[src/rtl/mem_port_arbiter_pkg.sv]
// Shared definitions for mem_port_arbiter: FSM state encodings, requester IDs,
// streak/timeout widths and the data returned on an aborted transaction.
package mem_port_arbiter_pkg;

  typedef enum logic [1:0] {
    ARB_IDLE    = 2'd0,
    ARB_BUSY_IF = 2'd1,
    ARB_BUSY_D  = 2'd2
  } arb_state_e;

  typedef enum logic {
    REQ_IF = 1'b0,
    REQ_D  = 1'b1
  } req_id_e;

  localparam int STREAK_W = 3;
  localparam int TMO_W    = 16;
  localparam logic [31:0] ABORT_DATA = 32'h0000_0000;

endpackage

[src/rtl/mem_port_arbiter_streak.sv]
// arb_streak_counter: 3-bit saturating count of data grants issued while a
// fetch request is waiting; at_max tells the arbiter to hand the next grant to fetch.
module arb_streak_counter
  import mem_port_arbiter_pkg::*;
#(
  parameter int MAX = 4
) (
  input  logic clk,
  input  logic reset,
  input  logic inc,
  input  logic clr,
  output logic at_max
);

  logic [STREAK_W-1:0] count;

  always_ff @(posedge clk) begin
    if (reset || clr) begin
      count <= '0;
    end else if (inc && (count != {STREAK_W{1'b1}})) begin
      count <= count + STREAK_W'(1);
    end
  end

  assign at_max = (count == STREAK_W'(MAX));

endmodule

[src/rtl/mem_port_arbiter.sv]
// mem_port_arbiter: shares one single-port memory between fetch and load/store,
// data first with a fetch anti-starvation streak limit. Optional macro: ARB_TIMEOUT_EN.
module mem_port_arbiter
  import mem_port_arbiter_pkg::*;
#(
  parameter int MAX_D_STREAK = 4
`ifdef ARB_TIMEOUT_EN
  ,
  parameter int TIMEOUT_CYCLES = 64
`endif
) (
  input  logic        CLK,
  input  logic        RESET,
  input  logic        IF_REQ,
  input  logic [31:0] IF_ADDR,
  output logic        IF_GNT,
  output logic        IF_VALID,
  output logic [31:0] IF_RDATA,
  input  logic        D_REQ,
  input  logic        D_WE,
  input  logic [31:0] D_ADDR,
  input  logic [31:0] D_WDATA,
  output logic        D_GNT,
  output logic        D_VALID,
  output logic [31:0] D_RDATA,
  output logic        MEM_REQ,
  output logic        MEM_WE,
  output logic [31:0] MEM_ADDR,
  output logic [31:0] MEM_WDATA,
  input  logic        MEM_ACK,
  input  logic [31:0] MEM_RDATA,
  output logic        ARB_ERR,
  output arb_state_e  DBG_STATE
);

  // Handshake: a requester holds REQ (and its fields) until GNT, which is
  // combinational and only asserted in IDLE; VALID is a one-cycle pulse after
  // MEM_ACK; MEM_REQ and MEM_* stay stable from the cycle after GNT until MEM_ACK.

  arb_state_e state, state_next;
  req_id_e    winner;
  logic       at_max;
  logic       abort;

  arb_streak_counter #(.MAX(MAX_D_STREAK)) u_streak (
    .clk    (CLK),
    .reset  (RESET),
    .inc    (D_GNT && IF_REQ),
    .clr    (IF_GNT || !IF_REQ),
    .at_max (at_max)
  );

  always_comb begin
    winner = (D_REQ && !(IF_REQ && at_max)) ? REQ_D : REQ_IF;
    IF_GNT = 1'b0;
    D_GNT  = 1'b0;
    if ((state == ARB_IDLE) && !RESET) begin
      D_GNT  = D_REQ && (winner == REQ_D);
      IF_GNT = IF_REQ && (winner == REQ_IF);
    end
  end

  always_comb begin
    state_next = state;
    case (state)
      ARB_IDLE: begin
        if (D_GNT) state_next = ARB_BUSY_D;
        else if (IF_GNT) state_next = ARB_BUSY_IF;
      end
      ARB_BUSY_IF, ARB_BUSY_D: begin
        if (MEM_ACK || abort) state_next = ARB_IDLE;
      end
      default: state_next = ARB_IDLE;
    endcase
  end

  always_ff @(posedge CLK) begin
    if (RESET) state <= ARB_IDLE;
    else       state <= state_next;
  end

  assign DBG_STATE = state;

  always_ff @(posedge CLK) begin
    if (RESET) begin
      MEM_REQ   <= 1'b0;
      MEM_WE    <= 1'b0;
      MEM_ADDR  <= '0;
      MEM_WDATA <= '0;
      IF_VALID  <= 1'b0;
      D_VALID   <= 1'b0;
      IF_RDATA  <= '0;
      D_RDATA   <= '0;
    end else begin
      IF_VALID <= 1'b0;
      D_VALID  <= 1'b0;
      case (state)
        ARB_IDLE: begin
          if (D_GNT) begin
            MEM_REQ   <= 1'b1;
            MEM_WE    <= D_WE;
            MEM_ADDR  <= D_ADDR;
            MEM_WDATA <= D_WDATA;
          end else if (IF_GNT) begin
            MEM_REQ   <= 1'b1;
            MEM_WE    <= 1'b0;
            MEM_ADDR  <= IF_ADDR;
            MEM_WDATA <= '0;
          end
        end
        ARB_BUSY_IF: begin
          if (MEM_ACK || abort) begin
            MEM_REQ  <= 1'b0;
            IF_VALID <= 1'b1;
            IF_RDATA <= MEM_ACK ? MEM_RDATA : ABORT_DATA;
          end
        end
        ARB_BUSY_D: begin
          if (MEM_ACK) begin
            MEM_REQ <= 1'b0;
            D_VALID <= 1'b1;
            // stores complete without disturbing the last load result
            if (!MEM_WE) D_RDATA <= MEM_RDATA;
          end else if (abort) begin
            MEM_REQ <= 1'b0;
            D_VALID <= 1'b1;
            D_RDATA <= ABORT_DATA;
          end
        end
        default: MEM_REQ <= 1'b0;
      endcase
    end
  end

`ifdef ARB_TIMEOUT_EN
  logic [TMO_W-1:0] tmo_cnt;

  // Counts completed BUSY cycles; held at zero in IDLE so every transaction starts fresh.
  always_ff @(posedge CLK) begin
    if (RESET || (state == ARB_IDLE)) tmo_cnt <= '0;
    else                              tmo_cnt <= tmo_cnt + TMO_W'(1);
  end

  assign abort = (state != ARB_IDLE) && !MEM_ACK &&
                 (tmo_cnt == TMO_W'(TIMEOUT_CYCLES - 1));

  always_ff @(posedge CLK) begin
    if (RESET)      ARB_ERR <= 1'b0;
    else if (abort) ARB_ERR <= 1'b1;
  end
`else
  assign abort   = 1'b0;
  assign ARB_ERR = 1'b0;
`endif

endmodule

[config.mk]
export PLATFORM = sky130hd
export DESIGN_NAME = mem_port_arbiter
export DESIGN_NICKNAME = d
export VERILOG_FILES = /design/src/rtl/mem_port_arbiter_pkg.sv /design/src/rtl/mem_port_arbiter_streak.sv /design/src/rtl/mem_port_arbiter.sv
export SDC_FILE = /design/constraint.sdc
export NUM_CORES = 1
export LEC_CHECK = 0
export BUFFER_PORTS_ARGS = -buffer_cell sky130_fd_sc_hd__buf_2
export CAP_MARGIN = 20
export CORE_ASPECT_RATIO = 0.7
export CORE_MARGIN = 3
export CORE_UTILIZATION = 52
export CTS_BUF_LIST = sky130_fd_sc_hd__clkbuf_2
export DETAILED_ROUTE_END_ITERATION = 8
export PLACE_DENSITY = 0.9
export SKIP_LAST_GASP = 1
export SYNTH_ARGS = -nofsm -noshare
export SYNTH_HDL_FRONTEND = slang
export SYNTH_SLANG_ARGS = --single-unit
[constraint.sdc]
create_clock -name CLK -period 3.71 [get_ports CLK]
set_clock_uncertainty 0.15 [all_clocks]
set_input_delay 0.1855 -clock CLK [delete_from_list [all_inputs] [get_ports CLK]]
set_output_delay 0.1855 -clock CLK [all_outputs]
set_load 0.005 [all_outputs]
==> results_dict.tcl <==
set metrics [dict create \
    outcome "finished clean" \
    drive_gt1_frac 0.323 \
    syn_area_sq_um 5720 \
    ys_seq_elements 137 \
    crit_path_start "DBG_STATE[0]$_SDFFE_PP0P_" \
    synth.yosys.seq_area_share 0.480 \
    p_int_uw 2220 \
    cts-hold-fix-buffers 141 \
    cts-htree-levels 4 \
    dp_hpwl_mm 11.6 \
    reg2reg_slack_ns 0.67 \
    drtIter0Drc 707 \
    drv_slew 0 \
    fin_ws_ns 0.587 \
    grt_max_degree 67 \
    fmax_mhz 320 \
    worstSetupPathType "flop to primary output" \
    regArea_sq_um 2740 \
    cts_setup_buffers 0 \
    yosys-top-cells-area "dfxtp_1 (48%), nand2_1 (13%), a21oi_1 (9.0%)" \
    power_density_nw_per_um2 372 \
    p_leak_uw 0.00379 \
    antenna_found_initial 2 \
    numCtsBuffers 17 \
    core_area_sq_um 10500 \
    arrival_ns 2.79 \
    grt_pass1_wl_mm 35.1 \
    grt_usage 0.354 \
    final_core_util 0.824 \
    grt_overflow 0 \
    ios 271 \
    synth_top_area_share 0.480 \
    finalNetCount 1191 \
    p_seq_frac 0.500 \
    setup_viol 0 \
    fp.dieW_um 131 \
    root_buffer "clkbuf_2" \
    holdCritPathClass "primary input to flop" \
    grt_pass1_vias 6814 \
    num_rows 31 \
    yosys_warnings 0 \
    hold_viol 0 \
    rr_endpoint "MEM_ADDR[17]$_SDFFE_PP0P_" \
    nFillCells 652 \
    wl_met2_mm 11.1 \
    comb_power_share 0.209 \
    vias 6840 \
    cp-start-kind "flop" \
    dieHeight_um 93.7 \
    clkPwrFrac 0.290 \
    io_buffers 269 \
    setup_tns_ns 0 \
    wl_mm 22.4 \
    avgSynthCellArea_sq_um 8.45 \
    p_switching_uw 1010 \
    area_growth_pct 51.5 \
    place_congestion 0.810 \
    fin_crit_ns 3.12 \
    yosysTopAreaCell "dfxtp_1" \
    critPathRequiredTime_ns 3.37 \
    reg2reg_from "DBG_STATE[0]$_SDFFE_PP0P_" \
    min_period_over_period 0.842 \
    cts_tree "built" \
    met3_wirelength_mm 2.10 \
    drt-pass1-iter-count 7 \
    die_area_sq_um 12300 \
    via_per_inst 5.64 \
    critPathCapture "D_GNT" \
    post_cts_resized 0 \
    ant_nets 0 \
    post_dp_cell_area_sq_um 6980 \
    ys_types 32 \
    critPathMaxFanout 38 \
    multi_input_area_sq_um 2580 \
    cts_buffer_depth 2 \
    rr_worst_depth 7 \
    rsz0062_at_grt "false" \
    hold_slack_ns 0.131 \
    worstHoldStart "MEM_RDATA[7]" \
    clk-insertion-delay-late_ns 0.66 \
    drc 0 \
    peakVddDrop_mv 0.306 \
    highest_layer "met5" \
    wl_per_cell_um 18.5 \
    clock_sinks 137 \
    endpoint_kind "primary output" \
    postLayoutCellArea_sq_um 8660 \
    max-cap-violations 0 \
    worst_slew_pin_slew_ns 0.827 \
    relSlewSlack 0.447 \
    wl_met1_mm 8.15 \
    synth_nets 817 \
    pre_cts_ws_ns 1.31 \
    cts.clk_slew.worst_paths_ns 0.24 \
    syn_inst 677 \
    floorplan.initialDensity 0.544 \
    sw_frac_of_total 0.312 \
]
==> cells by family (layout without fill, tap and decap cells) <==
| logic type | count (synthesis) | count (layout) | synth area share |
|---|---|---|---|
| AO/OA/AOI/OAI | 178 | 178 | 0.226 |
| adder cells (fa/ha/maj) | 6 | 6 | 0.0131 |
| buffers and inverters | 73 | 460 | 0.0696 |
| flip-flops | 137 | 137 | 0.480 |
| other | 1 | 2 | 0.000656 |
| AND/OR/NAND/NOR | 282 | 282 | 0.211 |
==> placed cells by master (no fill, tap or decap), drive strengths merged, types with 5 or more instances in the layout <==
| cell type | Yosys | routed |
|---|---|---|
| a311oi | 32 | 32 |
| buf | 39 | 280 |
| a21oi | 103 | 103 |
| nand3 | 35 | 35 |
| nor3 | 32 | 32 |
| dfxtp | 137 | 137 |
| inv | 7 | 12 |
| clkinvlp | 0 | 5 |
| o211ai | 33 | 33 |
| clkbuf | 27 | 17 |
| dlygate4sd3 | 0 | 141 |
| ha | 6 | 6 |
| nand2 | 196 | 196 |
==> state kept, by name, summed over array words and instances, names as in the netlist <==
| register | flops |
|---|---|
| D_RDATA | 32 |
| MEM_ADDR | 32 |
| MEM_REQ | 1 |
| IF_RDATA | 32 |
| DBG_STATE | 2 |
| u_streak.count | 3 |
| MEM_WE | 1 |
| MEM_WDATA | 32 |
| D_VALID | 1 |
| IF_VALID | 1 |
==> critical path, stage by stage (launching register included) <==
cell,delay (ns)
dfxtp_1,0.44
inv_1,0.08
ha_1,0.27
and3b_2,0.49
nand2_2,0.13
buf_4,0.45
inv_1,0.08
buf_2,0.16
==> how the worst min path moves through the flow <==
stage                                            to  slack (ns)  cells past startpoint
after floorplan                  D_VALID$_SDFF_PP0_        0.16                      2
after global placement    IF_RDATA[16]$_SDFFE_PP0P_        0.29                      2
after detailed placement  IF_RDATA[28]$_SDFFE_PP0P_        0.29                      3
after CTS                  IF_RDATA[7]$_SDFFE_PP0P_        0.05                      4
after global routing       IF_RDATA[7]$_SDFFE_PP0P_        0.03                      4
final                      IF_RDATA[7]$_SDFFE_PP0P_        0.13                      4
==> final cells by class <==
| type | instances | area share |
|---|---|---|
| Antenna cell | 1 | 0.000289 |
| Clock buffer | 17 | 0.00982 |
| Clock inverter | 15 | 0.0192 |
| Inverter | 7 | 0.00303 |
| Multi-Input combinational cell | 467 | 0.298 |
| Sequential cell | 137 | 0.317 |
| Tap cell | 148 | 0.0214 |
| Timing Repair Buffer | 421 | 0.332 |
==> power groups by stage <==
stage / Sequential, uW / Combinational [uW] / Clock, uW
2_1_floorplan: 1640 / 281 / 0
3_3_place_gp: 1630 / 488 / 0
3_5_place_dp: 1630 / 498 / 0
4_1_cts: 1600 / 636 / 934
5_1_grt: 1620 / 725 / 1000
6_report: 1610 / 675 / 935
==> cells in the mapped netlist <==
master,n
buf_6,9
nand3b_1,3
a211oi_1,1
a21oi_1,103
clkbuf_1,27
buf_2,21
and2_1,2
conb_1,1
ha_1,6
a311oi_2,29
nand2_2,1
nand2b_1,3
and3b_2,1
nand3_1,35
buf_4,8
dfxtp_1,137
a21boi_0,1
and3b_1,2
nor2_1,2
buf_1,1
a311oi_1,3
nor2b_1,2
inv_1,7
o211ai_1,33
nand4_1,3
nor3_1,32
o31ai_1,3
a21o_1,1
a221oi_1,1
o21ai_0,3
nand2_1,195
and3_4,1
==> stage by stage <==
| step | cells | power, uW |
|---|---|---|
| finish | 1213 | 3220 |
| global route | 1213 | 3350 |
| CTS | 1211 | 3170 |
| detailed placement | 1038 | 2130 |
| global placement | 1038 | 2120 |
| floorplan | 677 | 1920 |
==> routing by layer <==
layer / global-route usage / up-vias
met5: 0 / -
met4: 0.170 / 2
met3: 0.114 / 113
met2: 0.631 / 457
met1: 0.386 / 3168
li1: - / 3100
Power figures use the tool's default switching activity.
